## src/rtl/cnt_btn_if.sv

```systemverilog
// Raw push-button inputs and the rate-controlled SS/MODE/RUN outputs of the
// counter front end, bundled so the driver side and the block share one port.
interface cnt_btn_if;
  logic BTN_SS;
  logic BTN_MODE;
  logic SS;
  logic MODE;
  logic RUN;

  modport master (output BTN_SS, BTN_MODE, input SS, MODE, RUN);
  modport slave  (input BTN_SS, BTN_MODE, output SS, MODE, RUN);
endinterface

```

## src/rtl/cnt_btn_ctrl.sv

```systemverilog
// Button conditioning (sync + debounce) and run/direction toggles feeding a
// prescaler that emits one-cycle SS pulses at a fixed rate while running.

// Per-button lane: 2-flop synchroniser and a hold-time debouncer that flags
// the edge on which a 0->1 change is accepted.
module cnt_btn_deb #(
  parameter int DEB_N = 16,
  parameter int CW    = 16
) (
  input  logic clk,
  input  logic rst,
  input  logic i_raw,
  output logic o_press
);
  logic          r_s1, r_s2, r_db;
  logic [CW-1:0] r_cnt;
  logic          w_hit;

  assign w_hit   = (r_s2 != r_db) && (r_cnt == CW'(DEB_N - 1));
  assign o_press = w_hit && r_s2;

  always_ff @(posedge clk) begin
    if (rst) begin
      r_s1  <= 1'b0;
      r_s2  <= 1'b0;
      r_db  <= 1'b0;
      r_cnt <= '0;
    end else begin
      r_s1 <= i_raw;
      r_s2 <= r_s1;
      if (r_s2 == r_db)
        r_cnt <= '0;
      else if (w_hit) begin
        r_db  <= r_s2;
        r_cnt <= '0;
      end else
        r_cnt <= r_cnt + CW'(1);
    end
  end
endmodule

module cnt_btn_ctrl #(
  parameter int DEB_N  = 16,
  parameter int TICK_N = 1000,
  parameter int CW     = 16
) (
  input  logic      clk,
  input  logic      rst,
  cnt_btn_if.slave  bus
);
  localparam int NUM_BTN = 2;
  localparam int B_SS    = 0;
  localparam int B_MODE  = 1;

  typedef enum logic {ST_STOP = 1'b0, ST_RUN = 1'b1} run_st_t;

  logic [NUM_BTN-1:0] w_raw, w_press;
  run_st_t            r_st, w_st_nxt;
  logic               w_run;
  logic               r_mode, r_ss;
  logic [CW-1:0]      r_pre;

  assign w_raw = {bus.BTN_MODE, bus.BTN_SS};

  cnt_btn_deb #(.DEB_N(DEB_N), .CW(CW)) u_deb [NUM_BTN-1:0] (
    .clk     (clk),
    .rst     (rst),
    .i_raw   (w_raw),
    .o_press (w_press)
  );

  always_ff @(posedge clk) begin
    if (rst) r_st <= ST_STOP;
    else     r_st <= w_st_nxt;
  end

  always_comb begin
    w_st_nxt = r_st;
    if (w_press[B_SS])
      w_st_nxt = (r_st == ST_RUN) ? ST_STOP : ST_RUN;
  end

  always_comb begin
    w_run = (r_st == ST_RUN);
  end

  // Direction is free-running w.r.t. the prescaler: no reset of pre on toggle.
  always_ff @(posedge clk) begin
    if (rst)                 r_mode <= 1'b1;
    else if (w_press[B_MODE]) r_mode <= ~r_mode;
  end

  // Prescaler looks at RUN before any same-edge toggle, so a stop discards
  // the pending tick and a restart always begins from pre=0.
  always_ff @(posedge clk) begin
    if (rst) begin
      r_pre <= '0;
      r_ss  <= 1'b0;
    end else if (!w_run) begin
      r_pre <= '0;
      r_ss  <= 1'b0;
    end else if (r_pre == CW'(TICK_N - 1)) begin
      r_pre <= '0;
      r_ss  <= 1'b1;
    end else begin
      r_pre <= r_pre + CW'(1);
      r_ss  <= 1'b0;
    end
  end

  assign bus.SS   = r_ss;
  assign bus.MODE = r_mode;
  assign bus.RUN  = w_run;
endmodule

```

## src/flat_wrapper.sv

```systemverilog
// flat-port wrapper written by rule: the top's interface ports become plain ports
module cnt_btn_ctrl_flat 
#(
  parameter int DEB_N  = 16,
  parameter int TICK_N = 1000,
  parameter int CW     = 16
)
  (clk, rst, bus_BTN_SS, bus_BTN_MODE, bus_SS, bus_MODE, bus_RUN);
  cnt_btn_if bus_i ();
  input  logic clk;
  input  logic rst;
  input wire logic [$bits(bus_i.BTN_SS)-1:0] bus_BTN_SS;
  input wire logic [$bits(bus_i.BTN_MODE)-1:0] bus_BTN_MODE;
  output wire logic [$bits(bus_i.SS)-1:0] bus_SS;
  output wire logic [$bits(bus_i.MODE)-1:0] bus_MODE;
  output wire logic [$bits(bus_i.RUN)-1:0] bus_RUN;
  assign bus_i.BTN_SS = bus_BTN_SS;
  assign bus_i.BTN_MODE = bus_BTN_MODE;
  assign bus_SS = bus_i.SS;
  assign bus_MODE = bus_i.MODE;
  assign bus_RUN = bus_i.RUN;
  cnt_btn_ctrl #(.DEB_N(DEB_N), .TICK_N(TICK_N), .CW(CW)) u_core (.clk(clk), .rst(rst), .bus(bus_i));
endmodule
```

## config.mk

```make
export PLATFORM = sky130hd
export DESIGN_NAME = cnt_btn_ctrl_flat
export DESIGN_NICKNAME = d
export VERILOG_FILES = /design/src/rtl/cnt_btn_if.sv /design/src/rtl/cnt_btn_ctrl.sv /design/src/flat_wrapper.sv
export SDC_FILE = /design/constraint.sdc
export NUM_CORES = 1
export LEC_CHECK = 0
export BUFFER_PORTS_ARGS = -buffer_cell sky130_fd_sc_hd__buf_4
export CAP_MARGIN = 20
export CELL_PAD_IN_SITES_DETAIL_PLACEMENT = 0
export CELL_PAD_IN_SITES_GLOBAL_PLACEMENT = 1
export CORE_MARGIN = 5
export CORE_UTILIZATION = 47
export DETAILED_ROUTE_END_ITERATION = 6
export GPL_ROUTABILITY_DRIVEN = 0
export PLACE_DENSITY = 0.88
export SYNTH_ARGS = -nofsm -noshare
export SYNTH_HDL_FRONTEND = slang
export SYNTH_SLANG_ARGS = --single-unit
```

## constraint.sdc

```tcl
create_clock -name clk -period 2.1 [get_ports clk]
set_clock_uncertainty 0.2 [all_clocks]
set_input_delay 0.42 -clock clk [delete_from_list [all_inputs] [get_ports clk]]
set_output_delay 0.42 -clock clk [all_outputs]
set_load 0.005 [all_outputs]
```

==> results of run 1 <==
placed cells by master, fill, tap and decap left out:
| master | synthesis | layout |
|---|---|---|
| bufinv_16 | 0 | 1 |
| nand2_1 | 15 | 15 |
| nor3b_1 | 1 | 1 |
| inv_1 | 10 | 10 |
| nand4_1 | 10 | 10 |
| or3_1 | 1 | 1 |
| nor2b_1 | 4 | 4 |
| nand2b_1 | 2 | 2 |
| o311ai_4 | 1 | 1 |
| nand3_1 | 18 | 18 |
| nor3_1 | 13 | 13 |
| clkbuf_8 | 0 | 10 |
| mux2i_1 | 3 | 3 |
| xor2_1 | 6 | 6 |
| or2_2 | 1 | 1 |
| nor4b_1 | 1 | 1 |
| clkbuf_1 | 2 | 1 |
| ha_1 | 3 | 3 |
| xnor2_1 | 35 | 35 |
| and3_1 | 5 | 5 |
| o21ai_0 | 1 | 1 |
| clkinvlp_4 | 0 | 2 |
| or3b_2 | 1 | 1 |
| clkinv_2 | 0 | 2 |
| a21oi_1 | 3 | 3 |
| dfxtp_1 | 57 | 57 |
| nand4_4 | 1 | 1 |
| buf_4 | 0 | 12 |
| nor4_1 | 20 | 20 |
| or2_4 | 1 | 1 |
| nor2_1 | 53 | 53 |
| buf_6 | 1 | 1 |
repair_timing:
| action | in CTS | in global routing |
|---|---|---|
| setup endpoints to repair | 0 | 1 |
| hold buffers | 0 | 0 |
| resized for setup | 0 | 1 |
state kept, by name, indices dropped and copies added, names as in the netlist:
name	flops
u_core.u_deb.r_cnt	32
u_core.r_pre	16
u_core.u_deb.r_db	2
u_core.u_deb.r_s1	2
u_core.u_deb.r_s2	2
u_core.bus.MODE	1
u_core.bus.RUN	1
u_core.bus.SS	1
per-stage QoR:
step           instances  setup WS (ns)
6_report             365          0.139
5_1_grt              365         0.0354
4_1_cts              365          0.127
3_5_place_dp         349          0.132
3_3_place_gp         349          0.164
2_1_floorplan        271          0.253
path summary, 6_finish.rpt:
path / start / endpoint / slack (ns) / cells past startpoint
worst max-delay path: u_core.u_deb[1].r_cnt[0] / u_core.bus.MODE / 0.14 / 5
worst min-delay path: bus_BTN_SS / u_core.u_deb[0].r_s1 / 0.09 / 2
worst max register to register: u_core.u_deb[1].r_cnt[0] / u_core.bus.MODE / 0.14 / 5
worst min register to register: u_core.u_deb[0].r_s1 / u_core.u_deb[0].r_s2 / 0.24 / 1
cell usage after synthesis, types with 2 or more instances:
cell type	n	area, um2
a21oi_1	3	15.0
and3_1	5	31.3
buf_2	2	10.0
clkbuf_1	2	7.51
dfxtp_1	57	1140
ha_1	3	37.5
inv_1	10	37.5
mux2i_1	3	30.0
nand2_1	15	56.3
nand2b_1	2	12.5
nand3_1	18	90.1
nand4_1	10	62.6
nor2_1	53	199
nor2b_1	4	25.0
nor3_1	13	65.1
nor4_1	20	125
xnor2_1	35	307
xor2_1	6	52.6
logic make-up (layout without fill, tap and decap cells):
group,Yosys count,in the layout
compound gates,5,5
xor+xnor,41,41
fa+ha+maj,3,3
buf+inv,15,39
flops,57,57
mux,3,3
simple gates,147,147
area by class of cell:
cell class | instances | area [um2] | area share [%]
clock buffer | 11 | 141 | 5.10
timing repair buffer | 13 | 101 | 3.66
sequential | 57 | 1140 | 41.2
multi-input combinational | 199 | 1210 | 43.6
inverter | 10 | 37.5 | 1.35
clock inverter | 5 | 55.1 | 1.99
tap | 70 | 87.6 | 3.16
routing by layer:
metal  vias to the layer above  wire (um)  track usage [%]  part of all wire (%)
li1                        969          -                -                     -
met1                       840       1990             16.0                    48
met2                        20       1910             23.2                    46
met3                         9        148             6.91                   3.6
met4                         0         99             7.48                   2.4
met5                         -          0                0                     0
where the power goes:
group | switching [mW] | internal [mW]
sequential | 0.00287 | 1.09
clock | 0.427 | 0.575
combinational | 0.0114 | 0.0107
worst register-to-register path, cell delays in order (launching register included):
cell and delay, ns:
dfxtp_1 0.37, ha_1 0.22, and3_1 0.21, nand4_1 0.20
o21ai_0 0.20, or3b_2 0.45
==> results by group, run 1 <==
Status
  – Run status: complete, no violations

Clock network
  – Clock tree from TritonCTS: yes
  – Clk sink count: 57
  – Clock latency on the worst-skew pair: approximately 0.34 ns
  – Number of buffers inserted to repair setup after CTS: 0
  – Clock transition at the registers of the reported paths: approximately 0.060 ns
  – Clock root buffer master: clkbuf_8
  – Largest buffer count on any clock path: 2
  – Number of levels in the clock H-tree: 3
  – TritonCTS buffer count: 9

GRT
  – Initial antenna violation count: 0
  – Via count of the first global-routing pass: 1676
  – Total overflow reported by the global router: 0
  – Pin count of the biggest net entering global routing: 13
  – Global-route usage over all layers: 14.5%
  – Global-route wire length before repair: 7200 um

STA
  – Total Neg Setup Slack: 0 ns
  – Worst slew margin relative to its limit: 76.0%
  – # setup viols final: 0
  – Hold slack final: 0.0938 ns
  – Minimum clock period: 1.96 ns
  – Pin slew with the least headroom to its limit: 0.356 ns
  – Unrepaired setup endpoints after global routing: no
  – Pins over their slew limit: 0
  – Tcrit/Tclk final: between 90 and 100%
  – Count of final hold-check violations: 0
  – Fmax achieved: 0.510 GHz

Detailed routing
  – Via count: 1838
  – Detailed-router iteration count before antenna repair: 4
  – Via-per-instance ratio: a little over 5
  – Wire length after detailed routing: 4140 um
  – Number of nets with antenna violations after routing: 0
  – # DRC: 0
  – Average detailed-routed wire length per instance: ~11 um
  – Initial DRC count: 62

Critical path
  – Start-to-end type of the worst setup path: reg2reg
  – Slowest cell on crit path: or3b_2
  – Cell breakdown of the critical path: ha_1, and3_1, nand4_1, o21ai_0, or3b_2
  – Buffer and inverter count on the worst path: 0
  – Top Family by Delay on Critical Path: simple AND/OR/NAND/NOR gates
  – Highest cell delay on the worst timing path: 0.45 ns
  – Highest net fanout along the worst path: 5
  – Kind of start point of the critical path: flip-flop
  – Crit path required time: ~2.1 ns
  – Worst setup EP type: flip-flop
  – Signal arrival time at the worst endpoint: 1.98 ns

Synthesis
  – Post-synthesis sequential element count: 57
  – Mux contribution to synthesized area: under 10%
  – Most used DFF post-synth: dfxtp_1
  – Area of the mapped netlist: 2410 um2
  – Register area share after synthesis: 47.3%
  – Net Count, Synth: 278
  – Count of mapped cells out of synthesis: 271
  – Compound-cell area share of the yosys netlist: 1.92%
  – Synth Area in XOR/XNOR: 14.9%
  – Combinational family with the most area after synthesis: simple AND/OR/NAND/NOR gates
  – Ys Warns: 0
  – Syn_area_per_cell: 8.91 um2
  – Synth cell types: 28
  – Post-synthesis simple-gate area fraction: a little over 30%
  – Number of flops mapped to enable cells by yosys: 0
  – Proportion of register bits with asynchronous set or reset after synthesis: 0%
  – Adder and majority cell fraction of the synthesized area: 1.55%

Hold path
  – Class of the tightest hold or removal check: in2reg

Finish
  – Number of fill cells: 468
  – Post-route cell area: 2770 um2
  – Core Util, Final: 55.0%
  – Final #Nets: roughly 300
  – Antenna diode count: 0
  – Layout cell share with drive strength beyond 1: roughly 11%
  – Area grow syn2layout: 14.8%

Floorplan
  – Starting Density: between 40% and 50%
  – Placeable Area: 5040 um2
  – Placement row count: 26
  – Chip width: 81.7 um
  – Height of the die: 81.7 um
  – Number of top-level pins: 7
  – Die area: 6670 um2

Place
  – Port Buffers: 6
  – HPWL after DPL: about 3000 um
  – Area of placed instances: 2570 um2

Power
  – Power density over cell area: between 700 and 800 nW/um2
  – Pleak: 0.849 nW
  – Post-layout total power: 2.11 mW
  – Max VDD drop: 0.469 mV

Flow run
  – Max-capacitance violation count: 0
Power figures use the tool's default switching activity.
==> run 2, diff against run 1 <==
--- a/config.mk
+++ b/config.mk
@@ -14,6 +14,7 @@
 export DETAILED_ROUTE_END_ITERATION = 6
 export GPL_ROUTABILITY_DRIVEN = 0
 export PLACE_DENSITY = 0.88
+export RECOVER_POWER = 100
 export SYNTH_ARGS = -nofsm -noshare
 export SYNTH_HDL_FRONTEND = slang
 export SYNTH_SLANG_ARGS = --single-unit
==> run 2 against run 1 <==
Effect of this change: flip-flop and latch count unchanged; routed wire length up 0.22%; final area shrank 0.81%; sequential power hardly changed; worst setup slack got worse by 0.0014 ns; first-iteration DRC count is 11% higher; largest power group unchanged.
==> results by group, run 2 (synthesis gave the netlist of run 1 again) <==
Clock network
  – Clock transition at the registers of the reported paths: 0.06 ns (about the same)
  – Number of buffers inserted to repair setup after CTS: 0 (unchanged)
  – TritonCTS buffer count: 9 (unchanged)
  – Clock latency on the worst-skew pair: 0.34 ns (about the same)
  – Number of levels in the clock H-tree: 3 (unchanged)
  – Largest buffer count on any clock path: 2 (unchanged)
  – Clk sink count: 57 (unchanged)
  – Clock tree from TritonCTS: yes (unchanged)
  – Clock root buffer master: clkbuf_8 (unchanged)

Hold path
  – Class of the tightest hold or removal check: in2reg (unchanged)

Finish
  – Top library cells by usage in the layout, fill and taps aside: dfxtp_1 (57), nor2_1 (53), xnor2_1 (35) (unchanged)
  – Registers with the most flip-flops: u_core.u_deb.r_cnt x32, u_core.r_pre x16 (unchanged)
  – Number of fill cells: 475 (was 468)
  – Core Util, Final: 54.5% (was 55.0%)
  – Largest register by flop count: u_core.u_deb.r_cnt (unchanged)
  – Final #Nets: 297 (unchanged)
  – Post-route cell area: 2750 um2 (was 2770 um2)
  – Most common library cell in the layout ignoring fill and taps: dfxtp_1 (unchanged)
  – Flip-flop count of the largest register, all copies and words added: 32 (unchanged)
  – Layout cell share with drive strength beyond 1: 9.15% (was 11.2%)
  – Area grow syn2layout: 13.8% (was 14.8%)
  – Antenna diode count: 0 (unchanged)

Critical path
  – Signal arrival time at the worst endpoint: 1.98 ns (about the same)
  – Kind of start point of the critical path: flip-flop (unchanged)
  – Worst setup EP type: flip-flop (unchanged)
  – Highest net fanout along the worst path: 5 (unchanged)
  – Crit path required time: 2.12 ns (about the same)
  – Start-to-end type of the worst setup path: reg2reg (unchanged)

STA
  – # setup viols final: 0 (unchanged)
  – Minimum clock period: 1.96 ns (about the same)
  – Pin slew with the least headroom to its limit: 0.451 ns (was 0.356 ns)
  – Unrepaired setup endpoints after global routing: no (unchanged)
  – Worst slew margin relative to its limit: 69.9% (was 76.0%)
  – Tcrit/Tclk final: 93.5% (was 93.4%)
  – Hold slack final: 0.0922 ns (was 0.0938 ns)
  – Pins over their slew limit: 0 (unchanged)
  – Count of final hold-check violations: 0 (unchanged)
  – Total Neg Setup Slack: 0 ns (unchanged)
  – Fmax achieved: 0.510 GHz (about the same)

GRT
  – Global-route wire length before repair: 7200 um (unchanged)
  – Pin count of the biggest net entering global routing: 13 (unchanged)
  – Global-route usage over all layers: 14.5% (unchanged)
  – Initial antenna violation count: 0 (unchanged)
  – Via count of the first global-routing pass: 1676 (unchanged)
  – Total overflow reported by the global router: 0 (unchanged)

Floorplan
  – Height of the die: 81.7 um (unchanged)
  – Placement row count: 26 (unchanged)
  – Starting Density: 47.9% (unchanged)
  – Die area: 6670 um2 (unchanged)
  – Placeable Area: 5040 um2 (unchanged)
  – Chip width: 81.7 um (unchanged)
  – Number of top-level pins: 7 (unchanged)

Place
  – Port Buffers: 6 (unchanged)
  – Area of placed instances: 2570 um2 (unchanged)
  – HPWL after DPL: 2970 um (unchanged)

Power
  – Pleak: 0.829 nW (was 0.849 nW)
  – Max VDD drop: 0.469 mV (about the same)
  – Power density over cell area: 768 nW/um2 (was 762 nW/um2)

Detailed routing
  – Initial DRC count: 69 (was 62)
  – Wire length after detailed routing: 4150 um (was 4140 um)
  – Via-per-instance ratio: 5.03 (was 5.04)
  – Via count: 1836 (was 1838)
  – Detailed-router iteration count before antenna repair: 4 (unchanged)
  – Number of nets with antenna violations after routing: 0 (unchanged)
  – # DRC: 0 (unchanged)
  – Average detailed-routed wire length per instance: 11.4 um (about the same)

Flow run
  – Max-capacitance violation count: 0 (unchanged)

Status
  – Run status: complete, no violations (unchanged)
run 2: cell count changes in the layout (fill, tap and decap cells not counted), sizes merged:
cell / before / now
clkbuf: 11 / 19
buf: 13 / 5
run 2: layout make-up:
type                            count  area [um2]  area share (%)
Clock buffer                       11         141            5.14
Multi-Input combinational cell    199        1210            43.9
Sequential cell                    57        1140            41.5
Clock inverter                      5        55.1            2.00
Tap cell                           70        87.6            3.19
Inverter                           10        37.5            1.37
Timing Repair Buffer               13        78.8            2.87
run 2: power by group:
group	leakage (nW)	switching (mW)	total, mW	internal, mW
combinational	0.274	0.0113	0.0199	0.00856
sequential	0.460	0.00287	1.09	1.09
clock	0.0953	0.428	1.00	0.575
total	0.829	0.443	2.11	1.67
run 2: path summary, 6_finish.rpt:
check / from / endpoint / slack [ns] / depth (start not counted)
setup / recovery: u_core.u_deb[1].r_cnt[0] / u_core.bus.MODE / 0.14 / 5
hold / removal: bus_BTN_SS / u_core.u_deb[0].r_s1 / 0.09 / 2
setup reg to reg: u_core.u_deb[1].r_cnt[0] / u_core.bus.MODE / 0.14 / 5
hold reg to reg: u_core.u_deb[0].r_s1 / u_core.u_deb[0].r_s2 / 0.24 / 1
run 2: routing by layer:
metal	part of all wire [%]	track usage, %	up-vias
li1	-	-	968
met1	47	16.0	835
met2	46	23.2	25
met3	4.4	6.91	8
met4	2.4	7.48	0
met5	0	0	-
run 2: critical path, cell delays in order (launching register included):
cell and delay (ns):
dfxtp_1 0.37, ha_1 0.22, and3_1 0.21, nand4_1 0.20, o21ai_0 0.20, or3b_2 0.45
run 2: timing repair:
item | CTS | global route
resized for setup | 0 | 1
hold buffers | 0 | 0
setup endpoints to repair | 0 | 1
run 2: per-stage QoR:
| step | power, mW | setup WS, ns | instances |
|---|---|---|---|
| after floorplan | 1.13 | 0.253 | 271 |
| after global placement | 1.14 | 0.164 | 349 |
| after detailed placement | 1.14 | 0.132 | 349 |
| after CTS | 2.15 | 0.127 | 365 |
| after global routing | 2.20 | 0.0185 | 365 |
| final | 2.11 | 0.137 | 365 |
==> run 3, diff against run 2 <==
--- a/config.mk
+++ b/config.mk
@@ -9,7 +9,7 @@
 export CAP_MARGIN = 20
 export CELL_PAD_IN_SITES_DETAIL_PLACEMENT = 0
 export CELL_PAD_IN_SITES_GLOBAL_PLACEMENT = 1
-export CORE_MARGIN = 5
+export CORE_MARGIN = 4
 export CORE_UTILIZATION = 47
 export DETAILED_ROUTE_END_ITERATION = 6
 export GPL_ROUTABILITY_DRIVEN = 0
==> run 3 against run 2 <==
Effect of this change: first-iteration DRC count increased by 74%; clock-buffer cell count grew 2; cell count fell by 1.6%; global-route usage up 0.80 points; utilization grew 0.92 points; worst setup slack better by 0.048 ns; maximum frequency is 2.5% higher; final area is 2.2% lower; clock power down 21%; sequential share of layout area is 0.95 points higher; sequential power about the same.
==> results by group, run 3 (synthesis gave the netlist of run 1 again) <==
Status
  – Run status: complete, no violations (unchanged)

Critical path
  – Crit path required time: 2.11 ns (was 2.12 ns)
  – Kind of start point of the critical path: flip-flop (unchanged)
  – Signal arrival time at the worst endpoint: 1.93 ns (was 1.98 ns)
  – Highest net fanout along the worst path: 16 (was 5)
  – Start-to-end type of the worst setup path: reg2reg (unchanged)
  – Worst setup EP type: flip-flop (unchanged)

Place
  – HPWL after DPL: 2910 um (was 2970 um)
  – Worst-case setup slack after placement: 0.240 ns (was 0.132 ns)
  – Area of placed instances: 2560 um2 (was 2570 um2)
  – Port Buffers: 6 (unchanged)

Finish
  – Flip-flop count of the largest register, all copies and words added: 32 (unchanged)
  – Post-route cell area: 2690 um2 (was 2750 um2)
  – Registers with the most flip-flops: u_core.u_deb.r_cnt x32, u_core.r_pre x16 (unchanged)
  – Most common library cell in the layout ignoring fill and taps: dfxtp_1 (unchanged)
  – Area grow syn2layout: 11.3% (was 13.8%)
  – Final #Nets: 296 (was 297)
  – Antenna diode count: 0 (unchanged)
  – Top library cells by usage in the layout, fill and taps aside: dfxtp_1 (57), nor2_1 (53), xnor2_1 (35) (unchanged)
  – Layout cell share with drive strength beyond 1: 7.88% (was 9.15%)
  – Largest register by flop count: u_core.u_deb.r_cnt (unchanged)

Detailed routing
  – Via count: 1833 (was 1836)
  – Number of nets with antenna violations after routing: 0 (unchanged)
  – Initial DRC count: 120 (was 69)
  – # DRC: 0 (unchanged)
  – Average detailed-routed wire length per instance: 11.6 um (was 11.4 um)
  – Via-per-instance ratio: 5.11 (was 5.03)
  – Detailed-router iteration count before antenna repair: 4 (unchanged)
  – Wire length after detailed routing: 4160 um (was 4150 um)

GRT
  – Pin count of the biggest net entering global routing: 17 (was 13)
  – Global-route wire length before repair: 7550 um (was 7200 um)
  – Initial antenna violation count: 0 (unchanged)
  – Global-route usage over all layers: 15.3% (was 14.5%)
  – Via count of the first global-routing pass: 1699 (was 1676)
  – Total overflow reported by the global router: 0 (unchanged)

STA
  – Worst slew margin relative to its limit: 69.8% (was 69.9%)
  – Unrepaired setup endpoints after global routing: no (unchanged)
  – Pin slew with the least headroom to its limit: 0.453 ns (was 0.451 ns)
  – Pins over their slew limit: 0 (unchanged)
  – Minimum clock period: 1.91 ns (was 1.96 ns)
  – Tcrit/Tclk final: 91.2% (was 93.5%)
  – Fmax achieved: 0.522 GHz (was 0.510 GHz)
  – Count of final hold-check violations: 0 (unchanged)
  – # setup viols final: 0 (unchanged)
  – Worst path setup slack after routing: 0.186 ns (was 0.137 ns)
  – Total Neg Setup Slack: 0 ns (unchanged)

Clock network
  – Gates resized, CTS repair: 0 (unchanged)
  – Clock tree from TritonCTS: yes (unchanged)
  – Clock root buffer master: clkbuf_8 (unchanged)
  – TritonCTS buffer count: 9 (unchanged)
  – Clk sink count: 57 (unchanged)
  – Clock transition at the registers of the reported paths: 0.06 ns (about the same)
  – Clock latency on the worst-skew pair: 0.33 ns (was 0.34 ns)
  – Number of levels in the clock H-tree: 3 (unchanged)
  – Number of buffers inserted for hold repair after clock tree synthesis: 0 (unchanged)
  – Largest buffer count on any clock path: 2 (unchanged)
  – Number of buffers inserted to repair setup after CTS: 0 (unchanged)

Power
  – Pleak: 0.809 nW (was 0.829 nW)
  – Power density over cell area: 709 nW/um2 (was 768 nW/um2)
  – Post-layout total power: 1.90 mW (was 2.11 mW)
  – Max VDD drop: 0.480 mV (was 0.469 mV)

Floorplan
  – Die area: 6350 um2 (was 6670 um2)
  – Number of top-level pins: 7 (unchanged)
  – Height of the die: 79.7 um (was 81.7 um)
  – Placeable Area: 4850 um2 (was 5040 um2)
  – Chip width: 79.7 um (was 81.7 um)
  – Placement row count: 25 (was 26)
  – Starting Density: 49.8% (was 47.9%)

Flow run
  – Max-capacitance violation count: 0 (unchanged)

Hold path
  – Class of the tightest hold or removal check: in2reg (unchanged)
[run 3: worst max-delay path, stage by stage, from the launching register on]
cell      delay, ns
dfxtp_1        0.37
ha_1           0.23
nand2_1        0.08
or2_0          0.29
o311ai_4       0.30
buf_4          0.26
nor2_1         0.07
[run 3: cell type report]
type	count	area [um2]
fill	447	2160
tap	67	83.8
clock inverter	1	5.00
clock buffer	13	139
timing repair buffer	12	76.3
sequential	57	1140
multi-input combinational	199	1200
inverter	10	37.5
[run 3: layer usage]
metal / track usage (%) / vias up / wire length, um
met5: 0 / - / 0
met4: 9.79 / 0 / 104
met3: 3.84 / 11 / 133
met2: 22.2 / 20 / 1840
met1: 20.1 / 843 / 2090
li1: - / 959 / -
[run 3: path summary, 6_finish.rpt]
kind | slack (ns) | cells past startpoint | from | endpoint
max reg2reg | 0.19 | 6 | u_core.r_pre[0] | u_core.r_pre[2]
min reg2reg | 0.24 | 1 | u_core.u_deb[0].r_s1 | u_core.u_deb[0].r_s2
min | 0.10 | 2 | bus_BTN_MODE | u_core.u_deb[1].r_s1
max | 0.19 | 6 | u_core.r_pre[0] | u_core.r_pre[2]
[run 3: metrics by stage]
stage | util [%] | hold slack (ns) | instances
after floorplan | - | 0.214 | 271
after global placement | 52.8 | 0.215 | 345
after detailed placement | 52.8 | 0.228 | 345
after CTS | 55.8 | 0.0927 | 359
after global routing | 55.4 | 0.133 | 359
final | 55.4 | 0.102 | 359
[run 3: power by group]
group | internal (mW) | switching (mW) | leakage [nW] | total, mW
clock network | 0.414 | 0.381 | 0.0733 | 0.795
registers | 1.09 | 0.00255 | 0.460 | 1.09
logic | 0.00855 | 0.0117 | 0.275 | 0.0202
total | 1.51 | 0.395 | 0.809 | 1.90
